File: src/rtl/avg_state_seq.sv
// avg_state_seq
// Vector-generator state sequencer. Owns the 4-bit state register and drives
// the address of the 256x4 registered state PROM as {halted, op, state}.
// Each step is three clocks: present address, let the PROM register it, then
// sample the PROM word. The word becomes the next state. When its top bit is
// set, the word also triggers one registered one-clock strobe.
//
// Ports
//   clk        : system clock, rising edge
//   reset_n    : asynchronous active-low reset
//   go         : start request, honoured only while halted
//   abort      : synchronous soft reset, highest priority
//   op[2:0]    : opcode bits from the instruction latch
//   prom_addr  : registered PROM address {halted, op, state}
//   prom_data  : PROM word, valid one clock after prom_addr changes
//   latch_stb  : one-hot pulses loading instruction bytes 0..3
//   pc_inc     : pulse coincident with any latch_stb pulse
//   pc_load    : jump target load pulse
//   draw_start : pulse starting the vector timer
//   draw_done  : vector timer idle/finished (level)
//   halted     : high while the sequencer is stopped
//   state      : current state register (debug)
module avg_state_seq #(
  parameter logic [3:0] RESET_STATE = 4'h0
) (
  input  logic       clk,
  input  logic       reset_n,
  input  logic       go,
  input  logic       abort,
  input  logic [2:0] op,
  output logic [7:0] prom_addr,
  input  logic [3:0] prom_data,
  output logic [3:0] latch_stb,
  output logic       pc_inc,
  output logic       pc_load,
  output logic       draw_start,
  input  logic       draw_done,
  output logic       halted,
  output logic [3:0] state
);

  localparam logic [2:0] S_HALT = 3'd0;
  localparam logic [2:0] S_ADDR = 3'd1;
  localparam logic [2:0] S_WAIT = 3'd2;
  localparam logic [2:0] S_EXEC = 3'd3;
  localparam logic [2:0] S_DRAW = 3'd4;

  logic [2:0] fsm;
  // Cleared on entry to S_DRAW. This makes draw_done be ignored in the cycle
  // while draw_start is still high, because the timer has not yet left idle.
  logic       draw_armed;

  always_ff @(posedge clk or negedge reset_n) begin
    if (!reset_n) begin
      fsm        <= S_HALT;
      draw_armed <= 1'b0;
      halted     <= 1'b1;
      state      <= RESET_STATE;
      prom_addr  <= {1'b1, 3'b000, RESET_STATE};
      latch_stb  <= 4'b0000;
      pc_inc     <= 1'b0;
      pc_load    <= 1'b0;
      draw_start <= 1'b0;
    end else begin
      // Strobes default low, so each one lasts exactly one clock.
      latch_stb  <= 4'b0000;
      pc_inc     <= 1'b0;
      pc_load    <= 1'b0;
      draw_start <= 1'b0;
      if (abort) begin
        fsm        <= S_HALT;
        draw_armed <= 1'b0;
        halted     <= 1'b1;
        state      <= RESET_STATE;
        prom_addr  <= {1'b1, op, RESET_STATE};
      end else begin
        case (fsm)
          S_HALT: begin
            prom_addr <= {1'b1, op, state};
            if (go) begin
              halted <= 1'b0;
              state  <= RESET_STATE;
              fsm    <= S_ADDR;
            end
          end
          S_ADDR: begin
            // op is sampled only here, so an op change during a step waits
            // for the next step.
            prom_addr <= {1'b0, op, state};
            fsm       <= S_WAIT;
          end
          S_WAIT: begin
            fsm <= S_EXEC;
          end
          S_EXEC: begin
            state <= prom_data;
            fsm   <= S_ADDR;
            if (prom_data[3]) begin
              case (prom_data[2:0])
                3'd0, 3'd1, 3'd2, 3'd3: begin
                  latch_stb <= 4'b0001 << prom_data[1:0];
                  pc_inc    <= 1'b1;
                end
                3'd4: begin
                  draw_start <= 1'b1;
                  draw_armed <= 1'b0;
                  fsm        <= S_DRAW;
                end
                3'd5: begin
                  halted <= 1'b1;
                  fsm    <= S_HALT;
                end
                3'd6: begin
                  pc_load <= 1'b1;
                end
                default: begin
                end
              endcase
            end
          end
          S_DRAW: begin
            draw_armed <= 1'b1;
            if (draw_armed && draw_done) begin
              fsm <= S_ADDR;
            end
          end
          default: begin
            fsm <= S_HALT;
          end
        endcase
      end
    end
  end

endmodule

File: config.mk
export PLATFORM = sky130hd
export DESIGN_NAME = avg_state_seq
export DESIGN_NICKNAME = d
export VERILOG_FILES = /design/src/rtl/avg_state_seq.sv
export SDC_FILE = /design/constraint.sdc
export NUM_CORES = 1
export LEC_CHECK = 0
export CORE_ASPECT_RATIO = 1.1
export CORE_MARGIN = 1.5
export CORE_UTILIZATION = 46
export CTS_BUF_LIST = sky130_fd_sc_hd__clkbuf_2
export CTS_CLUSTER_SIZE = 10
export DETAILED_ROUTE_END_ITERATION = 8
export PLACE_DENSITY = 0.85
export SLEW_MARGIN = 10
export SYNTH_ARGS = -nofsm -noshare
export SYNTH_HDL_FRONTEND = slang
export SYNTH_SLANG_ARGS = --single-unit
File: constraint.sdc
create_clock -name clk -period 1.8 [get_ports clk]
set_clock_uncertainty 0.05 [all_clocks]
set_input_delay 0.36 -clock clk [delete_from_list [all_inputs] [get_ports clk]]
set_output_delay 0.36 -clock clk [all_outputs]
set_load 0.005 [all_outputs]
# Word-level counts from Yosys, hierarchy flattened
# Index checks and enable logic that the tools add are counted.
# totals
ff_bits,24
in_bits,12
word_cells,72
# classes
n_eq_ne,15
shift,1
n_mux,36
n_reduce_logical,11
# op_table
operator,n
$mux 4,6
$mux 1,19
$pmux 8 s2,1
$pmux 3 s5,1
$eq 3x2->1 const B,4
$eq 3x3->1 const B,4
$mux 3,4
$ne 3x3->1 const B,4
$reduce_bool 3->1,3
$mux 8,1
$pmux 4 s2,1
$eq 3x1->1 const B,2
$logic_not 3->1,2
$pmux 3 s2,1
$pmux 1 s2,2
$reduce_and 2->1,2
$reduce_and 4->1,1
$reduce_or 4->1,1
$shl 1x2->4 const A,1
$ne 3x2->1 const B,1
$reduce_and 3->1,1
$logic_and 1x1->1,1

# Longest topological paths before layout
# Gate-level depths: netlist of the first run.
# depth
word_depth,6
ltp_mapped,4
ltp_nobuf,3

# Worst setup path before layout of the first run
# Ideal clock, no wire load.
# synth_timing
path_kind,register to register
start,register fsm[2]
end,register draw_armed
setup_time_ns,0.135
arrival_time_ns,1.190
t_required_ns,1.615
path_slack_ns,0.425
stages_incl_launch_ff,4
n_path_buf,0
cell_sequence,dfrtp_1 -> nand3b_1 -> or4_1 -> nor3b_1
# synth_via
elab_chain_len,3
elab_cells_between_ends,8
classes_between,4 x eq/ne; 2 x mux; 2 x reduce/logical
# synth_rtl
item,line_no,text
from (decl),48,logic [2:0] fsm;
from (signal assigned),55,fsm <= S_HALT;
from (signal assigned),71,fsm <= S_HALT;
from (signal assigned),83,fsm <= S_ADDR;
$eq 3x2->1 or $eq 3x3->1 (tied branches),77,case (fsm)
"$ne 3x3->1 (no source line), or another cell as far along",--,
$reduce_and 3->1 (no source line) or $mux 1 (tied branches),--,
to (signal assigned),72,draw_armed <= 1'b0;
to (signal assigned),106,draw_armed <= 1'b0;
to (signal assigned),122,draw_armed <= 1'b1;
to (decl),51,logic draw_armed;
# Parallel ways exist; a longest one is shown, timed or not.
# A chain may end at the register's enable or synchronous reset.

# Worst setup path after layout of the first run
# layout_timing
start,register fsm[1]
end,register state[1]
# layout_via
elab_chain_len,3
elab_cells_between_ends,7
classes_between,2 x eq/ne; 2 x mux; 3 x reduce/logical
# layout_rtl
item,line_no,text
$eq 3x2->1 or $logic_not 3->1 (tied branches),77,
"$pmux 4 s2, or another cell as far along",77,
$mux 4 or $reduce_and 2->1 (tied branches),--,
to (signal assigned),96,state <= prom_data;
to (decl),39,output logic [3:0] state
# Parallel ways exist; a longest one is shown, timed or not.

==> flow_metrics.env, run 1 <==
export IMPL_outcome="finished clean"
export IMPL_drc=0
export IMPL_nNetsFinal=138
export IMPL_initial_core_util_pct=49.00
export IMPL_cp_end_kind="flop"
export IMPL_die_x_um=47
export IMPL_yosysTopAreaCellShare_pct=56.19
export IMPL_portBuffers=31
export IMPL_gr_total_overflow=0
export IMPL_rsz0062_at_grt="no"
export IMPL_cts_tree="done"
export IMPL_drive_gt1_share_pct=15.20
export IMPL_dp_hpwl_um=1615
export IMPL_post_route_util_pct=69.65
export IMPL_cap_violations=0
export IMPL_min_period_ns=1.746
export IMPL_clk_pin_slew_worst_paths_ns=0.22
export IMPL_irDropWorstVdd_mv=0.5617
export IMPL_drtAntennaViolNets=0
export IMPL_grt_max_degree=25
export IMPL_grt_usage_pct=20.38
export IMPL_synth_area_sq_um=979.7
export IMPL_die_area_sq_um=2416
export IMPL_worstSetupPathType="reg -> reg"
export IMPL_leakage_nw=0.5879
export IMPL_max_freq_mhz=572.9
export IMPL_drt_iter0_markers=20
export IMPL_dr_total_vias=833
export IMPL_final_hold_viol_count=0
export IMPL_detail_route_wl_per_cell_um=14.37
export IMPL_pin_count=32
export IMPL_holdCritPathClass="in -> async"
export IMPL_worst_hold_slack_ns=0.2932
export IMPL_fin_area_sq_um=1393
export IMPL_place_congestion=0.8879
export IMPL_timing_slew_headroom_pct=56.52
export IMPL_synth_top_area_cell="dfrtp_1"
export IMPL_antenna_found_initial=0
export IMPL_hold_buffers=0
export IMPL_ys_ff_latch=24
export IMPL_die_h_um=51.40
export IMPL_fp_row_count=17
export IMPL_syn_inst=85
export IMPL_grt_pass1_vias=840
export IMPL_coreArea_sq_um=1999
export IMPL_crit_path_max_fanout=11
export IMPL_syn_area_per_cell_sq_um=11.53
export IMPL_powerDensity_nw_per_um2=676.8
export IMPL_maxSlewViolCount=0
export IMPL_grt_pass1_wl_um=3574
export IMPL_fin_tns_setup_ns=0
export IMPL_arrival_ns=1.98
export IMPL_crit_required_ns=2.04
export IMPL_synth_fp_nets=97
export IMPL_mostFrequentLayoutCell="clkdlybuf4s50_1"
export IMPL_final_cell_mix="clkdlybuf4s50_1 (29), dfrtp_1 (22), buf_4 (9), nand2_1 (8)"
export IMPL_clock_sinks=24
export IMPL_ctsRootBufferMaster="clkbuf_2"
export IMPL_nFillCells=162
export IMPL_place_area_sq_um=1373
export IMPL_seq_area_sq_um=603.1
export IMPL_routed_wl_um=2199
export IMPL_avgViaCountPerCell=5.444
export IMPL_ff2ff_path_depth=4
export IMPL_worstSetupStartpointType="flop"
export IMPL_cts_buffers=3
export IMPL_h_tree_depth=1
export IMPL_antenna_cells=0
export IMPL_synthToLayoutAreaGrowth_pct=42.15
export IMPL_synthDistinctLibCells=27
export IMPL_finalSetupViolations=0
export IMPL_multi_input_area_sq_um=345.3
export IMPL_fin_crit_sh_pct=96.98
export IMPL_clock_path_buffers=2
export IMPL_drtPass1Iterations=4
export IMPL_worst_pin_slew_ns=0.6478
export IMPL_yosys_warnings=0
export IMPL_clk_latency_ns=0.33
export IMPL_synth_area_top_cells="dfrtp_1 (56%), dfstp_2 (5.4%), a22o_1 (3.6%)"
export IMPL_seq_area_frac_synth_pct=61.56
## registers in the layout, indices dropped and copies added, names as in the netlist
name / count
draw_start: 1
latch_stb: 4
pc_inc: 1
draw_armed: 1
halted: 1
pc_load: 1
prom_addr: 8
state: 4
fsm: 3
## cells in the mapped netlist (all sizes together)
| master | number |
|---|---|
| nand3b | 2 |
| nor4 | 1 |
| a21oi | 6 |
| or4 | 1 |
| a311oi | 1 |
| buf | 2 |
| dfrtp | 22 |
| nand4b | 1 |
| xnor2 | 1 |
| o311ai | 2 |
| o21ba | 1 |
| nor3b | 2 |
| a22o | 4 |
| inv | 3 |
| dfstp | 2 |
| mux2 | 3 |
| o21ai | 6 |
| and4bb | 1 |
| clkbuf | 2 |
| nor2 | 6 |
| nand2 | 8 |
| nor3 | 2 |
| nand3 | 1 |
| nor4b | 2 |
| nand2b | 2 |
| a32oi | 1 |
## worst max-delay path, cell delays in order (launching register included)
cell      delay, ns
dfrtp_1        0.58
buf_4          0.20
nor4b_1        0.07
a311oi_1       0.58
a22o_1         0.24
## repair_timing
item                       4_1_cts  5_1_grt
buffers inserted                 0        0
resized for setup                1        1
gates cloned                     0        0
setup endpoints to repair        1        1
pin swaps                        0        0
## final timing paths
kind	startpoint	endpoint	slack (ns)
hold / removal	reset_n	latch_stb[2]	0.29
min in group clk	prom_addr[5]	prom_addr[5]	0.49
hold reg to reg	prom_addr[5]	prom_addr[5]	0.49
setup reg to reg	fsm[1]	state[1]	0.05
setup / recovery	fsm[1]	state[1]	0.05
max in group asynchronous	reset_n	prom_addr[7]	1.11
## per-stage QoR
step                      cells  power [W]  setup WS (ns)
after detailed placement    149  0.0007523       -0.04324
final                       153  0.0009425        0.05443
after CTS                   153  0.0009475      0.0006061
after floorplan              85  0.0006547         0.4245
after global routing        153  0.0009791        0.01695
after global placement      149  0.0007481        0.05529
## logic make-up (layout without fill, tap and decap cells)
kind of cell    after synthesis  count (layout)  synth area share [%]
simple gates                 29              29                 16.60
buf+inv                       7              47                 3.193
mux                           3               3                 3.448
compound gates               21              21                 14.30
flops                        24              24                 61.56
xor+xnor                      1               1                0.8942
## per-layer routing
layer	vias up	track usage, %	wire length [um]
met4	0	4.167	8
met3	2	3.534	103
met1	411	28.07	1021
met5	-	0	0
met2	29	33.33	1066
li1	391	-	-
## area by class of cell
| cell class | instances | area share (%) |
|---|---|---|
| flip-flops and latches | 24 | 43.31 |
| multi-input cells | 54 | 24.80 |
| repair buffers | 40 | 27.22 |
| clock buffers | 3 | 1.078 |
| inverters | 3 | 0.8086 |
| clock inverters | 1 | 0.2695 |
| well taps | 28 | 2.516 |
## where the power goes
group	internal [W]	switching (W)
clock	0.0000483	0.000154
sequential	0.000564	0.0000232
combinational	0.0000864	0.0000665
total	0.000699	0.000243
No activity file was read; power rests on OpenSTA's default activity.
==> inputs of run 2 (changes only) <==
--- a/config.mk
+++ b/config.mk
@@ -9,6 +9,7 @@
 export CORE_MARGIN = 1.5
 export CORE_UTILIZATION = 46
 export CTS_BUF_LIST = sky130_fd_sc_hd__clkbuf_2
+export CTS_CLUSTER_DIAMETER = 120
 export CTS_CLUSTER_SIZE = 10
 export DETAILED_ROUTE_END_ITERATION = 8
 export PLACE_DENSITY = 0.85
==> results of run 2 <==
The final DEF is identical to that of run 1; final timing and power are the same.
==> patch 1: new RTL, flow settings as in run 2 <==
Reset style: synchronous (`reset_n`), changed in one clocked block. Comments in the files are not updated.
--- a/src/rtl/avg_state_seq.sv
+++ b/src/rtl/avg_state_seq.sv
@@ -50,7 +50,7 @@
   // while draw_start is still high, because the timer has not yet left idle.
   logic       draw_armed;
 
-  always_ff @(posedge clk or negedge reset_n) begin
+  always_ff @(posedge clk) begin
     if (!reset_n) begin
       fsm        <= S_HALT;
       draw_armed <= 1'b0;
Function: differs if reset_n is asserted again (counterexample within 4 cycles, from zero or initial values and one cycle with reset_n low); with reset_n held inactive, the same outputs for 10 cycles.
==> patch 1 against run 2 <==
  * Non-clock buffer count is 2 higher
  * Critical path depth is 3 lower
  * Largest cell class unchanged
  * Cell area is 4.7% lower
  * Cell count is 0.65% lower
  * Global-route usage is 0.28 points higher
  * Total power is 5.0% higher
  * Area after synthesis is 10% lower
  * Sequential cell count stayed put
  * Worst setup slack better by 64 ps
  * Routed wire length is 7.7% lower
==> patch 1: results (changes against run 2) <==
Power
  • Leak: 0.528 nW (-10%)
  • Max VDD drop: 0.000507 V (-9.7%)

Global route
  • GRT Util Overall: 20.7% (+0.28 points)
  • Number of global-route vias before repair: 785 (-6.5%)
  • First-pass GRT wire length: 3390 um (-5.2%)
  • Largest net degree at the start of global routing: 16 (-36%)

Yosys
  • Synth unique cells: 28 (+3.7%)
  • Syn Nets: 104 (+7.2%)
  • Post-synthesis sequential area ratio: 54.5% (-7.1 points)
  • Share of flip-flops with an asynchronous set or reset: 0% (-100 points)
  • Ranking of synthesized cells by area: dfxtp_1 (54%), nand2_1 (4.3%), a22o_1 (4.0%), o21ai_0 (4.0%), a21oi_1 (3.4%)
  • Syn Inst Count: 92 (+8.2%)
  • Top cells by count, synth: dfxtp_1 (24), nand2_1 (10), o21ai_0 (7)

Layout
  • Diode count: 0 (unchanged)
  • Share of layout cells above drive strength 1: 12.7% (-2.5 points)
  • # fillers: 144 (-11%)
  • NumNets Final: 147 (+6.5%)

Timing
  • Slew @ Worst Pin: 443 ps (-205 ps)

Critical path
  • Worst Path Arrival: 1270 ps (-710 ps)
  • Critical Path Slowest Stage Cell: clkdlybuf4s50_1
  • CP max FO: 3 (-8)
  • Family with the most delay on the worst path: buffers and inverters
  • Slowest stage delay, CP: 510 ps (-70 ps)

CTS
  • Number of buffers created by CTS: 3 (unchanged)
  • CTS root buf: clkbuf_2
  • Latest clock arrival within the worst-skew pair: roughly 340 ps
  • Post-CTS sizing: 0 (-1)

Routing
  • Via count: 829 (-0.48%)
  • Vias/cell: 5.45 (+0.17%)
  • Routed wire length: 2030 um (-7.7%)
  • Detailed Route Iter0 Violations: 24 (+20%)

Placement
  • Placed cell areas: 1280 um2 (-6.6%)
  • DPL Wire Length: 1480 um (-8.2%)
  • Final Wtd Congestion: 0.794 (-11%)

Worst hold path
  • HP Class: reg2reg

Run status
  • Status: complete, no violations
[patch 1: metal layers]
metal	global-route usage [%]	vias up	wire, um
li1	-	410	-
met1	25.5	379	883
met2	34.8	36	1010
met3	3.70	4	112
met4	7.58	0	23
met5	0	-	0
[patch 1: area by class of cell]
| class | count | area [um2] | share of cell area (%) |
|---|---|---|---|
| Sequential cell | 24 | 480 | 36.2 |
| Tap cell | 18 | 22.5 | 1.70 |
| Multi-Input combinational cell | 61 | 375 | 28.3 |
| Clock buffer | 3 | 15.0 | 1.13 |
| Timing Repair Buffer | 42 | 393 | 29.6 |
| Clock inverter | 1 | 30.0 | 2.26 |
| Inverter | 3 | 11.3 | 0.848 |
[patch 1: worst paths after layout]
check	start	end	slack (ps)	depth (start not counted)
worst max-delay path	state[3]	state[3]	120	1
worst min register to register	prom_addr[3]	prom_addr[3]	440	2
worst max register to register	fsm[0]	draw_armed	210	3
worst min-delay path	prom_addr[3]	prom_addr[3]	440	2
[patch 1: power by group]
part | switching (mW) | internal [mW]
registers | 0.00535 | 0.540
logic | 0.0361 | 0.0573
clock network | 0.159 | 0.191
[patch 1: metrics by stage]
step / hold slack (ps) / setup slack (ps)
floorplan: 388 / 350
global route: 479 / 22.1
finish: 443 / 118
CTS: 447 / 88.4
global placement: 411 / -11.3
detailed placement: 413 / -59.9
[patch 1: kinds of logic after synthesis]
| family | count (synthesis) | synth area share (%) |
|---|---|---|
| AO/OA/AOI/OAI | 22 | 16.0 |
| XOR/XNOR | 1 | 0.993 |
| buffers and inverters | 7 | 2.98 |
| flip-flops | 24 | 54.5 |
| multiplexers | 3 | 3.40 |
| AND/OR/NAND/NOR | 35 | 22.1 |
==> patch 2: new RTL, config.mk and constraints of run 2 <==
Made on the original files. Register the inputs `go`, `abort`, `op`, `prom_data` and `draw_done` before use, without a reset. The logic sees them one clock later. Comments in the files are not updated.
--- a/src/rtl/avg_state_seq.sv
+++ b/src/rtl/avg_state_seq.sv
@@ -45,6 +45,20 @@
   localparam logic [2:0] S_EXEC = 3'd3;
   localparam logic [2:0] S_DRAW = 3'd4;
 
+  logic go_q;
+  logic abort_q;
+  logic [2:0] op_q;
+  logic [3:0] prom_data_q;
+  logic draw_done_q;
+
+  always_ff @(posedge clk) begin
+    go_q        <= go;
+    abort_q     <= abort;
+    op_q        <= op;
+    prom_data_q <= prom_data;
+    draw_done_q <= draw_done;
+  end
+
   logic [2:0] fsm;
   // Cleared on entry to S_DRAW. This makes draw_done be ignored in the cycle
   // while draw_start is still high, because the timer has not yet left idle.
@@ -67,17 +81,17 @@
       pc_inc     <= 1'b0;
       pc_load    <= 1'b0;
       draw_start <= 1'b0;
-      if (abort) begin
+      if (abort_q) begin
         fsm        <= S_HALT;
         draw_armed <= 1'b0;
         halted     <= 1'b1;
         state      <= RESET_STATE;
-        prom_addr  <= {1'b1, op, RESET_STATE};
+        prom_addr  <= {1'b1, op_q, RESET_STATE};
       end else begin
         case (fsm)
           S_HALT: begin
-            prom_addr <= {1'b1, op, state};
-            if (go) begin
+            prom_addr <= {1'b1, op_q, state};
+            if (go_q) begin
               halted <= 1'b0;
               state  <= RESET_STATE;
               fsm    <= S_ADDR;
@@ -86,19 +100,19 @@
           S_ADDR: begin
             // op is sampled only here, so an op change during a step waits
             // for the next step.
-            prom_addr <= {1'b0, op, state};
+            prom_addr <= {1'b0, op_q, state};
             fsm       <= S_WAIT;
           end
           S_WAIT: begin
             fsm <= S_EXEC;
           end
           S_EXEC: begin
-            state <= prom_data;
+            state <= prom_data_q;
             fsm   <= S_ADDR;
-            if (prom_data[3]) begin
-              case (prom_data[2:0])
+            if (prom_data_q[3]) begin
+              case (prom_data_q[2:0])
                 3'd0, 3'd1, 3'd2, 3'd3: begin
-                  latch_stb <= 4'b0001 << prom_data[1:0];
+                  latch_stb <= 4'b0001 << prom_data_q[1:0];
                   pc_inc    <= 1'b1;
                 end
                 3'd4: begin
@@ -120,7 +134,7 @@
           end
           S_DRAW: begin
             draw_armed <= 1'b1;
-            if (draw_armed && draw_done) begin
+            if (draw_armed && draw_done_q) begin
               fsm <= S_ADDR;
             end
           end
Check against the original RTL: not equivalent (Yosys sat finds a counterexample within 4 cycles, from zero or initial values and one cycle with reset_n low).
==> patch 2 against run 2 <==
  * Area after synthesis increased by 24%
  * Routed wire length fell by 0.14%
  * Cell area rose by 14%
  * Sequential cell count up 10
  * Maximum frequency grew 2.3%
  * Count of clock-buffer cells in the layout up 2
  * Total power up 42%
  * Worst setup slack better by 39 ps
  * Highest routed layer unchanged
==> patch 2: results (changes against run 2) <==
Global route
  • GRT Util Overall: 18.8% (-1.6 points)
  • Number of global-route vias before repair: 837 (-0.36%)
  • First-pass GRT wire length: 3960 um (+11%)

Layout
  • # fillers: 211 (+30%)
  • Max reg flops: 8 (unchanged)
  • Share of layout cells above drive strength 1: 14.3% (-0.91 points)

Placement
  • Final Wtd Congestion: 0.804 (-9.4%)
  • DPL Wire Length: 1610 um (-0.64%)
  • Dpl cells: 156 (+4.7%)

Critical path
  • CP max FO: 3 (-8)
  • Worst R2R Setup Slack: 200 ps (+150 ps)
  • Reg-to-Reg End: state[2]
  • Slowest stage delay, CP: 520 ps (-60 ps)
  • Worst Path Arrival: 1300 ps (-680 ps)
  • Family with the most delay on the worst path: buffers and inverters

Yosys
  • Post-synthesis sequential area ratio: 66.3% (+4.7 points)
  • Ranking of synthesized cells by area: dfrtp_1 (45%), dfxtp_1 (17%), dfstp_2 (4.3%), a22o_1 (2.9%), mux2_1 (2.8%)
  • Synth unique cells: 34 (+26%)
  • Syn Inst Count: 96 (+13%)
  • Share of flip-flops with an asynchronous set or reset: 70.6% (-29 points)

Run status
  • Status: complete, no violations

Routing
  • Routed len/inst: 13.4 um (-6.8%)
  • Routed wire length: 2200 um (-0.14%)
  • Via count: 845 (+1.4%)

CTS
  • H-Tree Depth: 2 (+1)
  • Latest clock arrival within the worst-skew pair: 360 ps (+30 ps)

Power
  • Leak: 0.675 nW (+15%)
  • Max VDD drop: 0.000558 V (-0.69%)
  • Switching share of power: 26.7% (+0.87 points)

Timing
  • Slew @ Worst Pin: 464 ps (-184 ps)
==> patch 2: worst max path at each step <==
| stage | endpoint | from | slack (ps) | cells past startpoint |
|---|---|---|---|---|
| CTS | prom_addr[5] | prom_addr[5] | 70 | 1 |
| floorplan | state[0] | fsm[1] | 510 | 4 |
| global placement | draw_armed | fsm[1] | 330 | 3 |
| global route | prom_addr[6] | prom_addr[6] | 20 | 1 |
| detailed placement | state[2] | fsm[2] | 280 | 3 |
| finish | state[2] | state[2] | 90 | 1 |
==> patch 2: cell families after synthesis <==
| group | synth area share [%] |
|---|---|
| AND/OR/NAND/NOR | 15.5 |
| AO/OA/AOI/OAI | 12.3 |
| XOR/XNOR | 0.723 |
| multiplexers | 2.79 |
| flip-flops | 66.3 |
| buffers and inverters | 2.48 |
==> patch 2: repair_timing <==
action	CTS	global route
setup endpoints to repair	2	1
gates resized for setup	2	1
buffers inserted	0	0
==> patch 2: cell type report <==
type,count,share of cell area (%)
sequential,34,50.5
multi-input combinational,56,23.8
timing repair buffer,32,20.0
tap,31,2.44
clock buffer,5,1.57
clock inverter,3,1.02
inverter,3,0.708
==> patch 2: through the flow <==
step	worst slack (ps)	hold WS [ps]	instance area, um2
after global placement	331	371	1550
final	93.5	271	1590
after CTS	69.9	252	1590
after detailed placement	275	381	1550
after floorplan	507	14.4	1210
after global routing	20.9	232	1590
==> patch 2: routing by layer <==
metal	global-route usage, %	wire (um)
met1	23.9	946
met2	27.3	1030
met3	4.79	142
met4	13.5	75
met5	0	0
==> patch 2: power groups by stage <==
stage                     combinational [mW]  clock, mW  sequential, mW
after floorplan                       0.0992          0           0.844
after global placement                 0.164          0           0.863
after detailed placement               0.170          0           0.864
after CTS                              0.167      0.342           0.851
after global routing                   0.181      0.384           0.859
final                                  0.163      0.328           0.850
